`src/rtl/keypad_matrix_scanner.sv`:
```
// -----------------------------------------------------------------------------
// keypad_matrix_scanner
//
// Scans a 5-row x 4-column button matrix and debounces the result. One row is
// driven low at a time; after a settling interval its four columns are
// captured into a full-matrix snapshot. Once a snapshot has been seen
// identically for DEBOUNCE_SCANS consecutive scans it is committed to
// key_state, and the changed keys are reported as one-cycle pulses.
//
// Key index = row*4 + col (row 0..4 on btn_x, col 0..3 on btn_y).
//
// Ports:
//   clk            system clock
//   rst_n          asynchronous active-low reset
//   btn_x[4:0]     row drive, active-low, exactly one bit low at all times
//   btn_y[3:0]     column sense, pulled up; low = key closed on driven row
//   key_state[19:0]     debounced level per key, 1 = pressed
//   press_pulse[19:0]   one-cycle pulse on a debounced 0->1 transition
//   release_pulse[19:0] one-cycle pulse on a debounced 1->0 transition
//   key_any        OR of key_state
//   key_code[4:0]  lowest index set in key_state, 0 when none
//   scan_done      one-cycle pulse in the evaluation cycle of each scan
// -----------------------------------------------------------------------------
module keypad_matrix_scanner #(
  parameter int SETTLE_CYCLES  = 1000,
  parameter int DEBOUNCE_SCANS = 4
) (
  input  logic        clk,
  input  logic        rst_n,
  output logic [4:0]  btn_x,
  input  logic [3:0]  btn_y,
  output logic [19:0] key_state,
  output logic [19:0] press_pulse,
  output logic [19:0] release_pulse,
  output logic        key_any,
  output logic [4:0]  key_code,
  output logic        scan_done
);

  localparam int CNT_W = (SETTLE_CYCLES > 1) ? $clog2(SETTLE_CYCLES) : 1;
  localparam int STB_W = $clog2(DEBOUNCE_SCANS + 1);

  localparam logic [CNT_W-1:0] SETTLE_LAST = CNT_W'(SETTLE_CYCLES - 1);
  localparam logic [STB_W-1:0] STB_MAX     = STB_W'(DEBOUNCE_SCANS);
  localparam logic [2:0]       LAST_ROW    = 3'd4;

  typedef enum logic [1:0] {
    ST_SETTLE,
    ST_SAMPLE,
    ST_EVAL
  } state_t;

  state_t           state, state_next;
  logic [CNT_W-1:0] settle_cnt, settle_cnt_next;
  logic [2:0]       row, row_next;

  logic [19:0]      snapshot;
  logic [19:0]      prev_snapshot;
  logic [STB_W-1:0] stable_cnt, stable_cnt_next;
  logic             commit;

  // ---------------------------------------------------------------------------
  // Scan sequencer: state register
  // ---------------------------------------------------------------------------
  // NOTE: sequential state uses non-blocking assignments so every register
  // samples pre-edge values, independent of block ordering.
  always_ff @(posedge clk or negedge rst_n) begin
    if (!rst_n) begin
      state      <= ST_SETTLE;
      settle_cnt <= '0;
      row        <= '0;
    end else begin
      state      <= state_next;
      settle_cnt <= settle_cnt_next;
      row        <= row_next;
    end
  end

  // ---------------------------------------------------------------------------
  // Scan sequencer: next-state logic
  // ---------------------------------------------------------------------------
  // NOTE: every variable gets a default before the case so no path leaves it
  // unassigned, which would otherwise infer a latch.
  always_comb begin
    state_next      = state;
    settle_cnt_next = settle_cnt;
    row_next        = row;
    unique case (state)
      ST_SETTLE: begin
        if (settle_cnt == SETTLE_LAST) begin
          state_next      = ST_SAMPLE;
          settle_cnt_next = '0;
        end else begin
          settle_cnt_next = settle_cnt + 1'b1;
        end
      end
      ST_SAMPLE: begin
        settle_cnt_next = '0;
        if (row == LAST_ROW) begin
          state_next = ST_EVAL;
          row_next   = '0;
        end else begin
          state_next = ST_SETTLE;
          row_next   = row + 1'b1;
        end
      end
      ST_EVAL: begin
        state_next      = ST_SETTLE;
        settle_cnt_next = '0;
      end
      default: begin
        state_next      = ST_SETTLE;
        settle_cnt_next = '0;
        row_next        = '0;
      end
    endcase
  end

  // Row drive follows the row register directly; it is glitch-free because
  // the register only changes on the clock edge ending a SAMPLE cycle.
  assign btn_x     = ~(5'b00001 << row);
  assign scan_done = (state == ST_EVAL);

  // ---------------------------------------------------------------------------
  // Debounce evaluation
  // ---------------------------------------------------------------------------
  // A scan that differs from the previous one restarts the stability count,
  // so any bounce shorter than a scan merely postpones the commit.
  always_comb begin
    stable_cnt_next = STB_W'(1);
    if (snapshot == prev_snapshot) begin
      stable_cnt_next = (stable_cnt == STB_MAX) ? STB_MAX : stable_cnt + 1'b1;
    end
  end

  assign commit = (state == ST_EVAL) && (stable_cnt_next == STB_MAX) &&
                  (snapshot != key_state);

  // NOTE: the snapshot registers are reset along with everything else so a
  // reset mid-scan cannot leak a partial capture into the next evaluation.
  always_ff @(posedge clk or negedge rst_n) begin
    if (!rst_n) begin
      snapshot      <= '0;
      prev_snapshot <= '0;
      stable_cnt    <= '0;
      key_state     <= '0;
      press_pulse   <= '0;
      release_pulse <= '0;
    end else begin
      press_pulse   <= '0;
      release_pulse <= '0;
      if (state == ST_SAMPLE) begin
        snapshot[int'(row) * 4 +: 4] <= ~btn_y;
      end
      if (state == ST_EVAL) begin
        stable_cnt    <= stable_cnt_next;
        prev_snapshot <= snapshot;
        if (commit) begin
          key_state     <= snapshot;
          press_pulse   <= snapshot & ~key_state;
          release_pulse <= ~snapshot & key_state;
        end
      end
    end
  end

  // ---------------------------------------------------------------------------
  // Summary outputs
  // ---------------------------------------------------------------------------
  assign key_any = |key_state;

  // Scanning from the top down leaves the lowest set index as the final value.
  always_comb begin
    key_code = '0;
    for (int i = 19; i >= 0; i--) begin
      if (key_state[i]) key_code = 5'(i);
    end
  end

endmodule
```
`config.mk`:
```
export PLATFORM = sky130hd
export DESIGN_NAME = keypad_matrix_scanner
export DESIGN_NICKNAME = d
export VERILOG_FILES = /design/src/rtl/keypad_matrix_scanner.sv
export SDC_FILE = /design/constraint.sdc
export NUM_CORES = 1
export LEC_CHECK = 0
export CAP_MARGIN = 10
export CORE_ASPECT_RATIO = 0.9
export CORE_MARGIN = 2
export CORE_UTILIZATION = 36
export CTS_CLUSTER_DIAMETER = 200
export DETAILED_ROUTE_END_ITERATION = 7
export PLACE_DENSITY_LB_ADDON = 0.12
export SYNTH_ARGS = -nofsm -noshare
export SYNTH_HDL_FRONTEND = slang
export SYNTH_SLANG_ARGS = --single-unit
export TNS_END_PERCENT = 5
```
`constraint.sdc`:
```
create_clock -name clk -period 5.8 [get_ports clk]
set_clock_uncertainty 0.05 [all_clocks]
set_input_delay 1.16 -clock clk [delete_from_list [all_inputs] [get_ports clk]]
set_output_delay 1.16 -clock clk [all_outputs]
set_load 0.02 [all_outputs]
```
-- Word-level counts from Yosys, hierarchy flattened
Cells that the tools add are included.
- register bits after elaboration: 118
- output and inout bits: 72
- word-level logic and storage cells: 71
- input port bits: 6
- shifts and indexed selects: 3
- reductions and logical operators: 6
- bitwise operators: 6
- mux-type cells: 34
- add/sub/neg operators: 4
- eq/ne operators: 9
- operator list (operator ; number):
    two-way mux 5 bit ; 20
    two-way mux 20 bit ; 4
    bitwise AND 20 bit ; 2
    NOT 20 bit ; 2
    negation 5 -> 33 bit ; 1
    variable shift 4 x 33 -> 20 bit, first input constant ; 1
    indexed part select 4 x 33 -> 20 bit ; 1
    bitwise mux 20 bit ; 1
    equality test 20 bit ; 1
    two-way mux 10 bit ; 2
    inequality test 20 bit ; 1
    OR reduction 20 bit ; 1
    adder 10 x 1 -> 10 bit, second input constant ; 1
    equality test 10 bit, second input constant ; 1
    equality test 3 bit, second input constant ; 3
    two-way mux 3 bit ; 3
    adder 3 x 1 -> 3 bit, second input constant ; 2
    one-hot mux 3 bit (2 select lines) ; 1
    NOT 5 bit ; 1
    left shift 1 x 3 -> 5 bit, first input constant ; 1
    two-way mux 2 bit ; 2
    NOT 4 bit ; 1
    one-hot mux 2 bit (2 select lines) ; 1
    equality test 2 x 1 -> 1 bit, second input constant ; 1
    other kinds (6) ; 7

-- Longest topological paths before layout
- word-level depth: 20
- mapped depth: 8
- depth with buffers taken out: 8

-- Worst setup path after synthesis
Ideal clock, no wire load.
- kind: reg-to-output
- start point: register key_state[9]
- end point: output port key_code[0]
- path buffers: 0
- setup slack: 2.997 ns
- cell stages (with the launch flop): 5
- data arrival time: 1.593 ns
- path through: dfrtp_1 -> inv_1 -> a221oi_1 -> o21ai_0 -> a221oi_1
- cells in the longest elaborated chain, start to end: 10
- ends and longest elaborated chain (element ; RTL line ; RTL):
    start: declaration ; 32 ; output logic [19:0] key_state,
    start signal: assignment ; 159 ; key_state <= snapshot;
    two-way mux 5 bit (10 in series) ; 176 ; if (key_state[i]) key_code = 5'(i);
    end: declaration ; 36 ; output logic [4:0] key_code,
Every way passes these cells.

-- Worst setup path in the final report
- start point: register key_state[14]
- end point: output port key_code[1]
- cells in the longest elaborated chain, start to end: 15
- ends and longest elaborated chain (element ; RTL line):
    two-way mux 5 bit (15 in series) ; 176
Every way passes these cells.

==> impl_metrics.toml <==
[sta]
min_period_over_period_pct = 64.3
maxSlewHeadroom_pct = 30.5
setup_tns_ns = 0
min_period_ns = 3.73
max_freq_ghz = 0.268
rsz0062_at_grt = "no"
setup_viol = 0
finalHoldWorstSlack_ns = 0.414
slew_viol_final = 0
hold_viol = 0
worst_slew_pin_slew_ns = 1.04

[routing]
drtPass1Iterations = 4
wl_per_cell_um = 15.4
drtIter0Drc = 201
wl_met3_um = 573
vias = 3820
met2_wirelength_um = 5190
drc = 0
vias_per_cell = 4.66
final_antenna_net_count = 0
wirelength_um = 12600
dr.max_layer_used = "met4"
wl_met1_um = 6710

[setup_path]
crit_buf_inv = 1
worst_path_max_delay_cell = "clkdlybuf4s50_1"
endpoint_kind = "output port"
cp_cell_sequence = "nor2_1, o31ai_1, a211o_1, a311oi_1, o32ai_1, clkdlybuf4s50_1"
path_class = "flop to output port"
cp.required_ns = 4.59
cp_top_family = "compound AO/OA/AOI/OAI gates"
startpoint = "key_state[14]"
cp_max_fo = 5
rr_startpoint = "stable_cnt[0]"
critical-path-max-stage-delay_ns = 0.56
cp-start-kind = "flop"
worstPathArrival_ns = 2.52

[run]
maxCapViolCount = 0

[logic_synthesis]
ys_seq_elements = 118
syn_area_sq_mm = 0.00558
synth.distinct_cells = 36
post_synth_inst_count = 518
syn_nets = 575
yosysTopAreaCell = "dfrtp_1"
netlist.area_leader.share_pct = 52.9
seq_area_frac_synth_pct = 52.9
ys_warn_count = 0
synth_area_leaders = "dfrtp_1, ha_1, and2_1, nand2_1, mux2i_1"
avgSynthCellArea_sq_um = 10.8

[grt]
gr-usage-all-layers_pct = 16.6
grt_max_degree = 81
grt_pass1_vias = 3856
antenna_found_initial = 0
grt_pass1_wl_um = 20600
grt_overflow_total = 0

[power]
p_leak_nw = 3.44
p_per_area_mw_per_mm2 = 261
peakVddDrop_mv = 0.201

[floorplan]
core_sq_mm = 0.0153
die_area_sq_mm = 0.0165
rows = 43
fp.dieW_um = 135
start_util_pct = 36.5
die_h_um = 122
pin_count = 78

[layout]
nets = 661
drive_gt1_share_pct = 6.48
syn2layout_area_growth_pct = 27.8
diodes = 0

[place]
place_hpwl_um = 9590
portBuffers = 77
gp_congestion = 0.815

[clock_network]
clockRootBuffer = "clkbuf_16"
cts_max_level = 4
cts_buffers = 17
cts_hold_buf = 0
clock_path_buffers = 2
clkSinkCount = 118
cts_tree = "yes"
ctsResizeCount = 0
cts_setup_buffers = 0
clk_latency_ns = 0.41
path_clk_slew_ns = 0.05

[worst_hold_path]
hold_class = "flop to flop"
hold_path.startpoint = "settle_cnt[0]"

[outcome]
status = "finished clean"
layout by cell type (no fill, tap or decap), drive strengths merged, types with 2 or more instances in the layout:
master and n:
clkdlybuf4s50 76, mux2i 20, and3 3, xor2 19, inv 51, dfrtp 118, o31ai 15, nand4 11
clkinv 7, a21oi 4, a221oi 2, bufinv 2, nand3 7, o32ai 2, nor2b 2, clkbuf 22
nand2 59, nor3 10, ha 51, mux2 4, o21ai 30, xnor2 10, and2 42, or3 3
buf 4, nor2 25, nor4 7
flip-flops by register name, summed over array words and instances, names as in the netlist:
| register | cells |
|---|---|
| key_state | 20 |
| press_pulse | 20 |
| prev_snapshot | 20 |
| release_pulse | 20 |
| snapshot | 20 |
| settle_cnt | 10 |
| row | 3 |
| stable_cnt | 3 |
| state | 2 |
layout make-up:
class	instances	area, sq um
clock inverters	10	103
multi-input cells	336	2370
inverters	51	191
clock buffers	22	474
flip-flops and latches	118	2950
well taps	202	253
fillers	1498	8150
repair buffers	80	791
stage by stage:
stage                     cells  worst slack, ns  area [sq um]  util (%)  total power, mW
after floorplan             518             3.00          5580         -            0.839
after global placement      787             2.53          6560      42.9            0.861
after detailed placement    787             2.51          6560      42.9            0.861
after CTS                   819             2.05          7130      46.7             1.88
after global routing        819             1.90          7130      46.7             1.92
final                       819             2.07          7130      46.7             1.86
kinds of logic (layout without fill, tap and decap cells):
family                     after synthesis  in the layout  share of synthesized area [%]
AOI/OAI and AO/OA                       58             58                           6.43
xor gates and xnor gates                29             29                           4.55
adders and majority gates               51             51                           11.4
buffers and inverters                   64            163                           4.66
DFF                                    118            118                           52.9
muxes                                   24             24                           4.39
and+or+nand+nor                        174            174                           15.6
path summary, 6_finish.rpt:
check | endpoint | slack [ns] | cells after the start
setup / recovery | key_code[1] | 2.07 | 6
hold / removal | settle_cnt[0] | 0.41 | 1
setup reg to reg | key_state[17] | 2.71 | 7
hold reg to reg | settle_cnt[0] | 0.41 | 1
max in group asynchronous | key_state[2] | 3.81 | 2
min in group asynchronous | release_pulse[13] | 0.85 | 1
report_power, final:
| group | internal, mW | switching, mW |
|---|---|---|
| Combinational | 0.00322 | 0.0182 |
| Clock | 0.660 | 0.354 |
| Sequential | 0.824 | 0 |
| Total | 1.49 | 0.372 |
routing by layer:
| layer | vias up | global-route usage [%] |
|---|---|---|
| met2 | 88 | 23.2 |
| met3 | 13 | 5.04 |
| met1 | 1822 | 24.5 |
| met5 | - | 0 |
| met4 | 0 | 5.27 |
| li1 | 1897 | - |
synthesized netlist by cell type:
cell	count
mux2_2	4
nor2b_1	2
nor3b_1	1
xor2_1	19
and3b_1	1
a221o_1	1
nand2_1	59
and2_1	42
nor2_1	25
ha_1	51
a211o_1	1
mux2i_1	20
nand3_1	7
inv_1	51
a211oi_1	1
or4_1	1
a21oi_1	4
buf_6	2
nor3_1	9
or3_1	3
o22ai_1	1
o32ai_1	2
clkbuf_1	7
o31ai_1	15
nand4_1	11
clkbuf_2	4
nand2b_1	1
a221oi_1	2
nor3_4	1
xnor2_1	10
o21ai_0	30
dfrtp_1	118
and3_1	3
a311oi_1	1
or2_2	1
nor4_1	7
Power figures use the tool's default switching activity.
